==> config.mk <==
export PLATFORM = sky130hd
export DESIGN_NAME = floor_scroller
export DESIGN_NICKNAME = d
export VERILOG_FILES = /design/src/rtl/floor_scroller.sv
export SDC_FILE = /design/constraint.sdc
export NUM_CORES = 1
export LEC_CHECK = 0
export BUFFER_PORTS_ARGS = -buffer_cell sky130_fd_sc_hd__buf_2
export CORE_ASPECT_RATIO = 1.2
export CORE_UTILIZATION = 25
export DETAILED_ROUTE_END_ITERATION = 8
export GPL_TIMING_DRIVEN = 0
export HOLD_SLACK_MARGIN = 0.12
export PLACE_DENSITY = 0.45
export SLEW_MARGIN = 20
export SYNTH_ARGS = -nofsm -noshare
export SYNTH_HDL_FRONTEND = slang
export SYNTH_SLANG_ARGS = --single-unit
==> constraint.sdc <==
create_clock -name clk -period 5.5 [get_ports clk]
set_clock_uncertainty 0.2 [all_clocks]
set_input_delay 0 -clock clk [delete_from_list [all_inputs] [get_ports clk]]
set_output_delay 0 -clock clk [all_outputs]
set_load 0.05 [all_outputs]
==> src/rtl/floor_scroller.sv <==
// Floor renderer for the dino game: a solid floor line plus a dashed ground
// texture that scrolls left by a programmable number of pixels per frame.
// Pixel queries are answered with a fixed one-cycle latency. The current
// scroll offset and the floor row are exported for collision and spawning.
module floor_scroller #(
    parameter int SCREEN_W    = 320,
    parameter int SCREEN_H    = 240,
    parameter int XW          = 9,
    parameter int YW          = 8,
    parameter int FLOOR_Y     = 100,
    parameter int FLOOR_THICK = 2,
    parameter int TEX_PERIOD  = 16,
    parameter int SPEED_W     = 4
) (
    input  logic               clk,
    input  logic               reset,
    input  logic               frame_tick,
    input  logic               start,
    input  logic               pause,
    input  logic               game_over,
    input  logic [SPEED_W-1:0] speed,
    input  logic               q_valid,
    input  logic [XW-1:0]      q_x,
    input  logic [YW-1:0]      q_y,
    output logic               r_valid,
    output logic               r_pixel,
    output logic [YW-1:0]      floor_y,
    output logic [XW-1:0]      scroll_x,
    output logic [1:0]         state
);

    localparam logic [1:0] IDLE    = 2'd0;
    localparam logic [1:0] RUN     = 2'd1;
    localparam logic [1:0] PAUSED  = 2'd2;
    localparam logic [1:0] STOPPED = 2'd3;

    // Comparisons are done one bit wider so a full-range screen size still fits.
    localparam logic [XW:0]   LP_SCREEN_W = (XW+1)'(SCREEN_W);
    localparam logic [YW:0]   LP_SCREEN_H = (YW+1)'(SCREEN_H);
    localparam logic [YW-1:0] LP_SOLID_LO = YW'(FLOOR_Y);
    localparam logic [YW-1:0] LP_SOLID_HI = YW'(FLOOR_Y + FLOOR_THICK - 1);
    localparam logic [YW-1:0] LP_TEX_ROW  = YW'(FLOOR_Y + FLOOR_THICK + 2);
    // TEX_PERIOD is a power of two, so "mod TEX_PERIOD" is just a low-bit mask.
    localparam logic [XW-1:0] LP_TEX_MASK = XW'(TEX_PERIOD - 1);
    localparam logic [XW-1:0] LP_TEX_HALF = XW'(TEX_PERIOD / 2);

    logic [1:0]    r_state;
    logic [XW-1:0] r_scroll;

    logic [XW:0]   w_step_sum;
    logic [XW-1:0] w_step_next;
    logic [XW:0]   w_tex_sum;
    logic [XW-1:0] w_tex_x;
    logic          w_in_range;
    logic          w_solid;
    logic          w_texture;
    logic          w_hit;

    assign floor_y  = YW'(FLOOR_Y);
    assign scroll_x = r_scroll;
    assign state    = r_state;

    // Next scroll offset after one frame; speed < SCREEN_W so one wrap suffices.
    always_comb begin
        // NOTE: every combinational output gets a default first so no path can infer a latch.
        w_step_next = r_scroll;
        w_step_sum  = {1'b0, r_scroll} + (XW+1)'(speed);
        if (w_step_sum >= LP_SCREEN_W) begin
            w_step_next = XW'(w_step_sum - LP_SCREEN_W);
        end else begin
            w_step_next = XW'(w_step_sum);
        end
    end

    // Texture column seen by the query: (q_x + scroll) wrapped at the screen edge.
    // Only in-range q_x matters, so the sum stays below 2*SCREEN_W and one wrap is enough.
    always_comb begin
        w_tex_x   = '0;
        w_tex_sum = {1'b0, q_x} + {1'b0, r_scroll};
        if (w_tex_sum >= LP_SCREEN_W) begin
            w_tex_x = XW'(w_tex_sum - LP_SCREEN_W);
        end else begin
            w_tex_x = XW'(w_tex_sum);
        end
    end

    assign w_in_range = ({1'b0, q_x} < LP_SCREEN_W) && ({1'b0, q_y} < LP_SCREEN_H);
    assign w_solid    = (q_y >= LP_SOLID_LO) && (q_y <= LP_SOLID_HI);
    assign w_texture  = (q_y == LP_TEX_ROW) && ((w_tex_x & LP_TEX_MASK) < LP_TEX_HALF);
    assign w_hit      = w_in_range && (w_solid || w_texture);

    // Game-state FSM and scroll offset; game_over beats pause beats frame_tick.
    always_ff @(posedge clk or negedge reset) begin
        if (!reset) begin
            // NOTE: sequential state uses non-blocking assignments so every register samples pre-edge values.
            r_state  <= IDLE;
            r_scroll <= '0;
        end else begin
            case (r_state)
                IDLE: begin
                    if (start) begin
                        r_state  <= RUN;
                        r_scroll <= '0;
                    end
                end
                RUN: begin
                    if (game_over) begin
                        r_state <= STOPPED;
                    end else if (pause) begin
                        r_state <= PAUSED;
                    end else if (frame_tick) begin
                        r_scroll <= w_step_next;
                    end
                end
                PAUSED: begin
                    if (game_over) begin
                        r_state <= STOPPED;
                    end else if (!pause) begin
                        r_state <= RUN;
                    end
                end
                STOPPED: begin
                    if (start) begin
                        r_state  <= RUN;
                        r_scroll <= '0;
                    end
                end
                default: begin
                    r_state <= IDLE;
                end
            endcase
        end
    end

    // One-cycle query pipeline; reset drops any query in flight.
    always_ff @(posedge clk or negedge reset) begin
        if (!reset) begin
            r_valid <= 1'b0;
            r_pixel <= 1'b0;
        end else begin
            r_valid <= q_valid;
            r_pixel <= q_valid && w_hit;
        end
    end

endmodule
==> metrics.yaml <==
status: "finished, final reports clean"
clock-sinks: 13
die_w_microns: 64.4
synth-edff-count: 0
synthSimpleGateAreaFrac_pct: 19.2
finalMaxSlewViolations: 0
critPathKind: "reg -> reg"
core_sq_um: 4360
vias: 1148
hp-start: "q_valid"
cp_top_family: "simple AND/OR/NAND/NOR gates"
cellLeakagePower_nw: 0.836
synth_area_sq_um: 1170
clkTransAtPathRegs_ns: 0.07
finalCritPeriodShare_pct: 58.7
hold_buffers: 16
hold_ws_ns: 0.226
setup_tns_ns: 0
io_buffers: 38
rr_endpoint: "scroll_x[7]$_DFFE_PN0P_"
final_cell_mix: "39 x buf_2, 16 x nand2_1, 16 x dlygate4sd3_1"
finalPower_w: 0.000659
syn_to_final_growth_pct: 41.9
required_ns: 5.48
cpMostUsedCell: "ha_1"
yosys.cell_types.count: 48
startpoint_type: "register"
syn_avg_cell_area_sq_um: 8.71
final_util_pct: 38.0
hp-class: "in -> reg"
crit_chain: "ha_1, o21ai_1, o21bai_1, nand4_1, xor2_1, ha_1, a2111o_1, o31ai_1, or2_1, or4_1, nand3_1"
final_common_cell: "buf_2"
min_to: "r_valid$_DFF_PN0_"
gr-total-overflow: 0
cp.arrival_ns: 3.21
synth_top_family_by_area: "compound AO/OA/AOI/OAI gates"
post_cts_buffers: 0
synth_warnings: 0
slew_headroom_pct: 55.3
cts_tree: "done"
cts_buffers: 3
rsz0062_at_grt: "no"
min_path_cells: 2
worst_path_max_delay_cell: "or4_1"
drc: 0
final-hold-violation-count: 0
synth-compound-area-share_pct: 19.6
synth_adder_area_share_pct: 13.5
peakVddDrop_uv: 437
synth_top_area_cell: "dfrtp_1"
worstSetupEndpointType: "register"
antenna_cells: 0
final-setup-viol-count: 0
synth.ff_latch_count: 13
root_buffer: "clkbuf_8"
ys_async_sr_fraction_pct: 100
max_clock_freq_mhz: 310
fill_cells: 473
power_density_nw_per_um2: 398
die_area_sq_um: 4950
clock_latency_ns: 0.25
worst_slew_pin_slew_ns: 0.668
grt.total_usage_pct: 12.8
synth_flop_cell: "dfrtp_1"
crit_path_max_incr_delay_ns: 0.50
cts_max_level: 1
r2r_start: "scroll_x[3]$_DFFE_PN0P_"
crit_fanout: 6
drive_above_1_share_pct: 30.3
grt_pass1_vias: 1131
synth_mux_area_share_pct: 3.43
antenna_found_initial: 0
wl_per_cell_microns: 11.9
postRouteAntennaNets: 0
dp_hpwl_mm: 2.33
grt_max_degree: 14
drt_first_iter_violations: 30
rows: 26
ys_seq_area_share_pct: 27.9
drt_wl_total_mm: 3.01
synthTopCellsByArea: "dfrtp_1 28%, ha_1 12%, buf_4 5.1%"
crit_start: "scroll_x[3]$_DFFE_PN0P_"
globalplace.congestion: 0.751
clk_path_buf_depth: 2
start_util_pct: 26.8
r2r_slack_ns: 2.27
synth_cells: 134
synthXorXnorAreaFrac_pct: 6.65
cts_resized: 0
grt_pass1_wl_mm: 4.91
firstDrtPassIters: 4
die_h_microns: 76.9
yosys.area.top_type_share_pct: 27.9
finalCriticalPeriod_ns: 3.23
nets: 239
io_pins: 49
routed_via_density: 4.52
path_buf_inv: 0
maxCapViolCount: 0
rr_worst_depth: 11
## state kept, by name, summed over array words and instances, names as in the netlist
signal	cells
r_pixel	1
scroll_x	9
state	2
r_valid	1
## worst register-to-register path: stages (launching register included)
cell and delay (ns):
dfrtp_1 0.42, ha_1 0.41, o21ai_1 0.09, o21bai_1 0.28, nand4_1 0.21, xor2_1 0.23
ha_1 0.27, a2111o_1 0.13, o31ai_1 0.08, or2_1 0.24, or4_1 0.50, nand3_1 0.10
## where the power goes
part	leakage, nW	switching (W)	internal [W]
registers	0.169	0.0000232	0.000119
logic	0.642	0.000278	0.000149
clock network	0.0255	0.0000404	0.0000501
total	0.836	0.000342	0.000317
## synth_stat cells, drive strengths merged, types with 2 or more instances
cell type,n
o31ai,2
nand3,4
conb,2
mux2i,4
nor2,8
o22ai,2
o21ai,11
nand4,2
xnor2,7
nor3b,2
inv,7
a21oi,8
nand2,16
buf,10
a2111oi,2
ha,11
and3,2
dfrtp,13
## kinds of logic (layout without fill, tap and decap cells)
family,after synthesis,in the layout
AND/OR/NAND/NOR,43,43
AO/OA/AOI/OAI,34,34
buffers and inverters,18,76
flip-flops,13,13
adder cells (fa/ha/maj),12,12
XOR/XNOR,8,8
multiplexers,4,4
other,2,8
## stage by stage
stage	area, sq um	instances	worst slack (ns)
floorplan	1190	140	2.29
global placement	1450	234	2.31
detailed placement	1450	234	2.31
CTS	1660	254	2.27
global route	1660	254	2.09
finish	1660	254	2.27
## worst max-delay path by stage
| stage | cells past startpoint | endpoint |
|---|---|---|
| after floorplan | 11 | scroll_x[7]$_DFFE_PN0P_ |
| after global placement | 11 | scroll_x[7]$_DFFE_PN0P_ |
| after detailed placement | 11 | scroll_x[7]$_DFFE_PN0P_ |
| after CTS | 11 | scroll_x[7]$_DFFE_PN0P_ |
| after global routing | 11 | scroll_x[7]$_DFFE_PN0P_ |
| final | 11 | scroll_x[7]$_DFFE_PN0P_ |
## layout make-up
class	instances	area (sq um)	area share, %
multi-input cells	109	758	45.8
repair buffers	54	350	21.1
inverters	7	26.3	1.59
plain buffers	11	80.1	4.83
well taps	56	70.1	4.23
flip-flops and latches	13	325	19.6
clock buffers	3	41.3	2.49
clock inverters	1	5.00	0.302
## layer usage
layer | part of all wire (%) | vias to the layer above | global-route usage (%)
met4 | 0.56 | 0 | 4.00
met3 | 4.6 | 2 | 2.08
met1 | 44 | 522 | 14.7
met2 | 51 | 32 | 23.4
met5 | 0 | - | 0
li1 | - | 592 | -
(Power assumes the default switching activity.)
